<file path="src/rtl/ace_snap_loader.sv">
// ace_snap_loader: turns a downloaded snapshot byte stream into RAM writes and holds the CPU in reset.
// Define ACE_SNAP_RLE_EN to enable 0xED run-length decoding; otherwise every byte is a literal.
module ace_snap_loader #(
   parameter logic [15:0] BASE_ADDR   = 16'h2000,
   parameter int          TAIL_CYCLES = 16
) (
   input  logic        clk_sys,
   input  logic        reset_n,
   input  logic        mem_ce,
   input  logic        ioctl_download,
   input  logic        ioctl_wr,
   input  logic [7:0]  ioctl_dout,
   output logic        ioctl_wait,
   output logic        loader_en,
   output logic        loader_reset,
   output logic        loader_wr,
   output logic [15:0] loader_addr,
   output logic [7:0]  loader_data,
   output logic        err
);
   localparam int            TW        = (TAIL_CYCLES > 1) ? $clog2(TAIL_CYCLES) : 1;
   localparam logic [TW-1:0] TAIL_LOAD = TW'(TAIL_CYCLES - 1);

`ifdef ACE_SNAP_RLE_EN
   localparam logic [7:0] ESC_BYTE = 8'hED;
   typedef enum logic [2:0] {IDLE, LIT, ESC, CNT, REP, STOP, TAIL} state_t;
`else
   typedef enum logic [1:0] {IDLE, LIT, TAIL} state_t;
`endif

   state_t        state, state_nx;
   logic          dl_q, dl_rise;
   logic          pend, pend_nx;
   logic [7:0]    wr_data, data_nx;
   logic [16:0]   addr_cnt, addr_nx;
   logic [TW-1:0] tail_cnt, tail_nx;
   logic          err_nx;
   logic          want, fire, take;
`ifdef ACE_SNAP_RLE_EN
   logic [7:0]    rep_cnt, rep_nx;
`endif

   // dl_q resets high so a download already running at reset release is not seen as a new start
   assign dl_rise = ioctl_download & ~dl_q;

   always_ff @(posedge clk_sys) begin
      if (!reset_n) begin
         state    <= IDLE;
         dl_q     <= 1'b1;
         pend     <= 1'b0;
         wr_data  <= 8'h00;
         addr_cnt <= {1'b0, BASE_ADDR};
         tail_cnt <= '0;
         err      <= 1'b0;
`ifdef ACE_SNAP_RLE_EN
         rep_cnt  <= 8'h00;
`endif
      end else begin
         state    <= state_nx;
         dl_q     <= ioctl_download;
         pend     <= pend_nx;
         wr_data  <= data_nx;
         addr_cnt <= addr_nx;
         tail_cnt <= tail_nx;
         err      <= err_nx;
`ifdef ACE_SNAP_RLE_EN
         rep_cnt  <= rep_nx;
`endif
      end
   end

   always_comb begin
      state_nx = state;
      pend_nx  = pend;
      data_nx  = wr_data;
      addr_nx  = addr_cnt;
      tail_nx  = tail_cnt;
      err_nx   = err;
`ifdef ACE_SNAP_RLE_EN
      rep_nx   = rep_cnt;
      want     = pend | (state == REP);
`else
      want     = pend;
`endif
      fire         = want & mem_ce;
      take         = ioctl_wr & ~want;
      ioctl_wait   = want;
      loader_wr    = fire & ~addr_cnt[16];
      loader_en    = (state != IDLE) && (state != TAIL);
      loader_reset = (state != IDLE);
      loader_addr  = addr_cnt[15:0];
      loader_data  = wr_data;

      if (ioctl_wr && want) err_nx = 1'b1;
      // a write slot always consumes the pending byte; past 0xFFFF it is dropped and flagged
      if (fire) begin
         pend_nx = 1'b0;
         if (addr_cnt[16]) err_nx = 1'b1;
         else              addr_nx = addr_cnt + 17'd1;
      end

      case (state)
         IDLE, TAIL: begin
            if (dl_rise) begin
               state_nx = LIT;
               addr_nx  = {1'b0, BASE_ADDR};
               err_nx   = 1'b0;
               pend_nx  = 1'b0;
            end else if (state == TAIL) begin
               if (tail_cnt == '0) state_nx = IDLE;
               else                tail_nx  = tail_cnt - TW'(1);
            end
         end
         LIT: begin
            if (take) begin
`ifdef ACE_SNAP_RLE_EN
               if (ioctl_dout == ESC_BYTE) state_nx = ESC;
               else begin
                  pend_nx = 1'b1;
                  data_nx = ioctl_dout;
               end
`else
               pend_nx = 1'b1;
               data_nx = ioctl_dout;
`endif
            end else if (!ioctl_download && !pend) begin
               state_nx = TAIL;
               tail_nx  = TAIL_LOAD;
            end
         end
`ifdef ACE_SNAP_RLE_EN
         ESC: begin
            if (take) begin
               if (ioctl_dout == 8'h00) state_nx = STOP;
               else begin
                  rep_nx   = ioctl_dout;
                  state_nx = CNT;
               end
            end else if (!ioctl_download) begin
               err_nx   = 1'b1;
               state_nx = TAIL;
               tail_nx  = TAIL_LOAD;
            end
         end
         CNT: begin
            if (take) begin
               data_nx  = ioctl_dout;
               state_nx = REP;
            end else if (!ioctl_download) begin
               err_nx   = 1'b1;
               state_nx = TAIL;
               tail_nx  = TAIL_LOAD;
            end
         end
         REP: begin
            if (fire) begin
               rep_nx = rep_cnt - 8'd1;
               if (rep_cnt == 8'd1) state_nx = LIT;
            end
         end
         STOP: begin
            if (!ioctl_download) begin
               state_nx = TAIL;
               tail_nx  = TAIL_LOAD;
            end
         end
`endif
         default: state_nx = IDLE;
      endcase
   end
endmodule
</file>
<file path="config.mk">
export PLATFORM = sky130hd
export DESIGN_NAME = ace_snap_loader
export DESIGN_NICKNAME = d
export VERILOG_FILES = /design/src/rtl/ace_snap_loader.sv
export SDC_FILE = /design/constraint.sdc
export NUM_CORES = 1
export LEC_CHECK = 0
export CORE_ASPECT_RATIO = 0.5
export CORE_MARGIN = 2
export CORE_UTILIZATION = 35
export DETAILED_ROUTE_END_ITERATION = 8
export HOLD_SLACK_MARGIN = 0.1
export PLACE_DENSITY = 0.61
export SLEW_MARGIN = 20
export SYNTH_ARGS = -nofsm -noshare
export SYNTH_HDL_FRONTEND = slang
export SYNTH_SLANG_ARGS = --single-unit
</file>
<file path="constraint.sdc">
create_clock -name clk_sys -period 5 [get_ports clk_sys]
set_input_delay 0.5 -clock clk_sys [delete_from_list [all_inputs] [get_ports clk_sys]]
set_output_delay 0.5 -clock clk_sys [all_outputs]
set_load 0.02 [all_outputs]
</file>
==> results of run 1 <==
[sequential cells by signal, indices dropped and copies added (netlist names)]
name / cells
state: 2
err: 1
tail_cnt: 4
addr_cnt: 17
loader_data: 8
ioctl_wait: 1
dl_q: 1
[Yosys cell counts (3+ instances only)]
library cell  instances
nand3_1               5
a21boi_0              6
nor3_1                4
clkbuf_1              3
dfxtp_1              34
inv_1                 6
xnor2_1               8
nor4_1                5
nand2_1              27
nand2b_1              5
and3_1                4
nor2_1               15
a21oi_1               6
nand4_1               5
buf_4                16
o211a_1               3
[cells in the final DEF (no fill, tap or decap), drive strengths merged, types with 3 or more instances in the layout]
cell type | Yosys | routed
inv | 6 | 6
a21oi | 6 | 6
o21ai | 3 | 3
nor2 | 15 | 15
a21boi | 8 | 8
xnor2 | 8 | 8
clkbuf | 3 | 8
and3 | 4 | 4
nand3 | 6 | 6
nand4 | 5 | 5
nor3 | 4 | 4
nor4 | 6 | 6
nand2b | 5 | 5
clkdlybuf4s50 | 0 | 41
nand2 | 27 | 27
o211a | 3 | 3
dfxtp | 34 | 34
[per-layer routing]
metal  vias up  GRT usage, %
li1        675             -
met1       613          17.4
met2        25          21.1
met3         9          4.13
met4         0          7.53
met5         -             0
[power groups by stage]
stage | clock (mW) | combinational (mW) | sequential (mW)
floorplan | 0 | 0.0160 | 0.284
global placement | 0 | 0.0360 | 0.283
detailed placement | 0 | 0.0362 | 0.283
CTS | 0.246 | 0.0365 | 0.277
global route | 0.264 | 0.0397 | 0.277
finish | 0.238 | 0.0361 | 0.277
[stage by stage]
step                setup WS [ns]  utilization (%)  instance area, sq um
global route                 2.26             46.6                  2070
global placement             2.38             44.0                  1960
floorplan                    3.29                -                  1630
detailed placement           2.36             44.0                  1960
CTS                          2.35             46.5                  2070
finish                       2.37             46.6                  2070
[cells by family after synthesis]
logic type	Yosys count
AND/OR/NAND/NOR	85
AO/OA/AOI/OAI	27
multiplexers	1
buffers and inverters	27
XOR/XNOR	10
flip-flops	34
adder cells (fa/ha/maj)	2
[worst max-delay path, stage by stage]
cell	delay, ns
clkdlybuf4s50_1	0.52
nand3b_2	0.25
inv_1	0.23
clkdlybuf4s50_1	0.63
[final timing paths]
path                  startpoint              to  slack (ns)  depth (start not counted)
hold reg to reg   loader_data[6]  loader_data[6]        0.47                          2
setup / recovery          mem_ce       loader_wr        2.37                          4
hold / removal    loader_data[6]  loader_data[6]        0.47                          2
setup reg to reg     tail_cnt[0]     tail_cnt[1]        3.17                          6
[final cells by class]
class	count	area (sq um)	share of cell area (%)
clock buffers	8	110	5.31
inverters	6	22.5	1.09
multi-input cells	125	777	37.5
flip-flops and latches	34	681	32.9
well taps	57	71.3	3.44
repair buffers	41	410	19.8
==> summary.txt, run 1 <==
Slew Viols, Final - 0
Switch share - 21.5%
Post-synth EDFFs - 0
Num ports - 42
Largest buffer count on any clock path - 2
Total track usage - 13.7%
Vias in the first global route - 1178
WHS - 0.468 ns
Status - finished, final reports clean
Worst-margin pin slew - 0.680 ns
Post-CTS setup buffers - 0
DR WL met3 - 126 um
Largest net degree at the start of global routing - 18
Max Freq - 0.380 GHz
Initial antenna violation count - 0
Post-synthesis xor/xnor area fraction - 5.37%
Critical path class - in2out
Synth area leaders - dfxtp_1, buf_4, nand2_1
#FFs+latches synth - 34
Core area - 4450 sq um
Post-DP HPWL - 2.30 mm
Min Tclk post-route - 2.63 ns
PD cells - 266 nW/um^2
Iter 0 DRT Violations - 35
Adder-cell share of the synthesized area - 1.53%
CTS buffer count - 5
# resized after CTS - 0
Worst Setup End Kind - output pin
Detailed Routing Iterations Pass 1 - 4
Worst Hold Class - reg2reg
Setup-failing EPs final - 0
Layout cells sized above 1 - 7.48%
Sequential power share - 50.2%
Complex-gate fraction of the synthesized area - 11.9%
Skew-Pair Late Insertion Delay - 0.29 ns
Synth Instances - 186
Highest metal used - met4
CTS tree - done
GP Congestion - 0.778
Met2 WL - 1.39 mm
Proportion of synthesized area in mux cells - 0.614%
Required @ worst endpoint - 4.50 ns
Synth area leader - dfxtp_1
Clock network power share - 43.2%
NumNets Final - 228
Vias - 1322
Async SR Flop Fraction - 0%
Synth Area in Simple Gates - 28.0%
Mean Syn Cell Area - 8.77 sq um
DR WL/cell - 11.8 um
Synthesized area - 1630 sq um
ANT cells - 0
Die width - 101 um
Die Height - 52.3 um
Post-CTS Hold Buffers - 0
ANT nets after route - 0
Total net switching power - 0.119 mW
Port bufs - 41
Post-Syn Nets - 201
Grt ovf - 0
Critical Path Source Type - primary input
Setup TNS - 0 ns
Post-Route WL - 3.19 mm
Worst vdd ir - 145 uV
CTS clk-pin slew, worst paths - 0.07 ns
First-pass GRT wire length - 5.48 mm
Arr. time, crit path - 2.13 ns
Placed insts - 263
Layout area overhead - 27.1%
Unrepaired setup endpoints after global routing - no
Yosys cell types - 41
Seq/Total Area, Yosys - 41.7%
Synth top area share - 41.7%
Largest family of logic cells by synthesized area - simple AND/OR/NAND/NOR gates
Final Hold Viols - 0
Int Pwr - 0.432 mW
H-tree levels - 2
Leak Pwr - 0.777 nW
Max Cap Viol - 0
Die area - 5250 sq um
Combinational power share - 6.6%
M1 WL - 1.61 mm
Fin crit share - 52.7%
Initial core utilization - 36.7%
Site Rows - 17
Max FO, Critical Path - 12
DR DRC count - 0
Design Power - 0.551 mW
Clock Skews - 0.00565 ns
Fin cells - 271
FILL cells - 434
TritonCTS Sinks - 34
Relative slew slack - 54.7%
Yosys warnings - 0
Most used flip-flop cell after synthesis - dfxtp_1
Drt via density - 4.88
CTS root buffer - clkbuf_8
(Power assumes the default switching activity.)
==> run 2: changes to the inputs <==
- clock period: 5 -> 2.7 ns (I/O delays scaled with it)
==> run 2 against run 1 <==
  * Power up 76%
  * Global-route usage down 0.27 points
  * Routed wire length up 3.6%
  * Register-to-register slack worse by 2.3 ns
  * First-iteration DRC count unchanged
  * Setup slack worse by 1.8 ns
  * Sequential cell count unchanged
  * Worst hold slack worse by 0.0085 ns
  * Critical path depth down 1
  * Sequential power up 85%
  * Largest cell class unchanged
==> summary.txt, run 2 (synthesis gave the netlist of run 1 again) <==
Status - finished, final reports clean
Critical path class - reg2out
Slowest stage delay, CP - 0.63 ns (about the same)
Post-CTS setup buffers - 0 (unchanged)
Min Tclk post-route - 2.18 ns
Vias - 1304 (-1.4%)
Worst vdd ir - 236 uV (+63%)
Vias in the first global route - 1224 (+3.9%)
ANT nets after route - 0 (unchanged)
Fin cells - 273 (+0.74%)
Detailed Routing Iterations Pass 1 - 3 (-1)
Required @ worst endpoint - 2.43 ns (-2.07 ns)
NumNets Final - 230 (+0.88%)
Fin util - 46.4% (-0.17 points)
CP startpoint - ioctl_wait
Slew Viols, Final - 0 (unchanged)
Iter 0 DRT Violations - 35 (unchanged)
ANT cells - 0 (unchanged)
Setup TNS - 0 ns (unchanged)
Site Rows - 17 (unchanged)
Largest buffer count on any clock path - 2 (unchanged)
Max FFs per register - 17 (unchanged)
Post-CTS Hold Buffers - 0 (unchanged)
Post-DP HPWL - 2.47 mm (+7.6%)
Worst Setup End Kind - output pin
WHS - 0.459 ns (-0.00852 ns)
CTS tree - done
Total track usage - 13.5% (-0.27 points)
TritonCTS Sinks - 34 (unchanged)
Post-Route WL - 3.31 mm (+3.6%)
PD cells - 470 nW/um^2 (+77%)
Die area - 5250 sq um (unchanged)
Most common library cell in the layout ignoring fill and taps - clkdlybuf4s50_1
Initial core utilization - 36.7% (unchanged)
CTS root buffer - clkbuf_8
DR WL/cell - 12.1 um (+2.9%)
Placed insts - 265 (+0.76%)
Initial antenna violation count - 0 (unchanged)
Grt ovf - 0 (unchanged)
Max Cap Viol - 0 (unchanged)
Worst-margin pin slew - 0.779 ns (+0.0990 ns)
CTS clk-pin slew, worst paths - 0.07 ns (about the same)
Max FO, Critical Path - 12 (unchanged)
RR Startpoint - tail_cnt[0]
Critical Path Source Type - register
Layout cells sized above 1 - 7.41% (-0.069 points)
Die width - 101 um (unchanged)
Die Height - 52.3 um (unchanged)
Clock Skews - 0.00467 ns (-0.000980 ns)
Port bufs - 41 (unchanged)
Top reg by flops - addr_cnt
Largest net degree at the start of global routing - 17 (-1)
Critical Path, Cell by Cell - nand3b_2, inv_1, clkdlybuf4s50_1
Worst path bufs/invs - 2 (-1)
Relative slew slack - 47.7% (-6.9 points)
CP delay by family, top - buffers and inverters
Commonest non-fill, non-tap cells in the layout - clkdlybuf4s50_1, dfxtp_1, nand2_1
Core area - 4450 sq um (unchanged)
CTS buffer count - 5 (unchanged)
H-tree levels - 2 (unchanged)
Worst path slowest cell - clkdlybuf4s50_1
Layout area overhead - 26.6%
First-pass GRT wire length - 5.51 mm (+0.64%)
Unrepaired setup endpoints after global routing - no
Drt via density - 4.78 (-2.1%)
Max Freq - 0.459 GHz
GP Congestion - 0.758 (-2.5%)
Num ports - 42 (unchanged)
Fin crit share - 80.8%
Leak Pwr - 0.776 nW (-0.10%)
Skew-Pair Late Insertion Delay - 0.28 ns (about the same)
# resized after CTS - 0 (unchanged)
Worst Hold Class - reg2reg
Min-delay src - loader_data[6]
Final Hold Viols - 0 (unchanged)
DR DRC count - 0 (unchanged)
Arr. time, crit path - 1.91 ns (-0.22 ns)
Setup-failing EPs final - 0 (unchanged)
[run 2: cell types whose count changed in the layout (fill, tap and decap cells not counted), sizes merged]
cell,previous run,this run
buf,0,2
clkbuf,8,7
clkinv,0,1
[run 2: stage by stage]
stage               power, mW  worst slack [ns]  area, sq um
detailed placement      0.594             0.525         1970
floorplan               0.556             0.991         1630
CTS                     0.984             0.504         2060
global route             1.01             0.358         2060
finish                  0.971             0.519         2060
global placement        0.593             0.555         1970
[run 2: worst min-delay path, delay by kind of cell (launching register included)]
family / cells / cell delay (ns)
simple gates: 1 / 0.05
flops: 1 / 0.31
compound gates: 1 / 0.05
[run 2: routing by layer]
layer  track usage (%)  vias to the layer above  share of wire [%]
met5                 0                        -                  0
met4              4.79                        0                1.0
met3              4.00                        4                3.6
met2              21.8                       23                 45
met1              17.3                      604                 50
li1                  -                      673                  -
[run 2: layout make-up]
type                       count  area (sq um)
multi-input combinational    125           773
inverter                       6          22.5
timing repair buffer          43           425
clock buffer                   7          86.3
tap                           57          71.3
fill                         451          2380
sequential                    34           681
clock inverter                 1          5.00
[run 2: final timing paths]
kind / endpoint / slack [ns] / cells after the start
worst max-delay path: loader_wr / 0.52 / 3
worst min-delay path: loader_data[6] / 0.46 / 2
worst max register to register: tail_cnt[0] / 0.90 / 6
worst min register to register: loader_data[6] / 0.46 / 2
[run 2: power breakdown]
| part | total [mW] | switching, mW | internal, mW |
|---|---|---|---|
| clock | 0.389 | 0.183 | 0.206 |
| combinational | 0.0699 | 0.0322 | 0.0377 |
| sequential | 0.513 | 0.00521 | 0.507 |
| total | 0.971 | 0.220 | 0.751 |
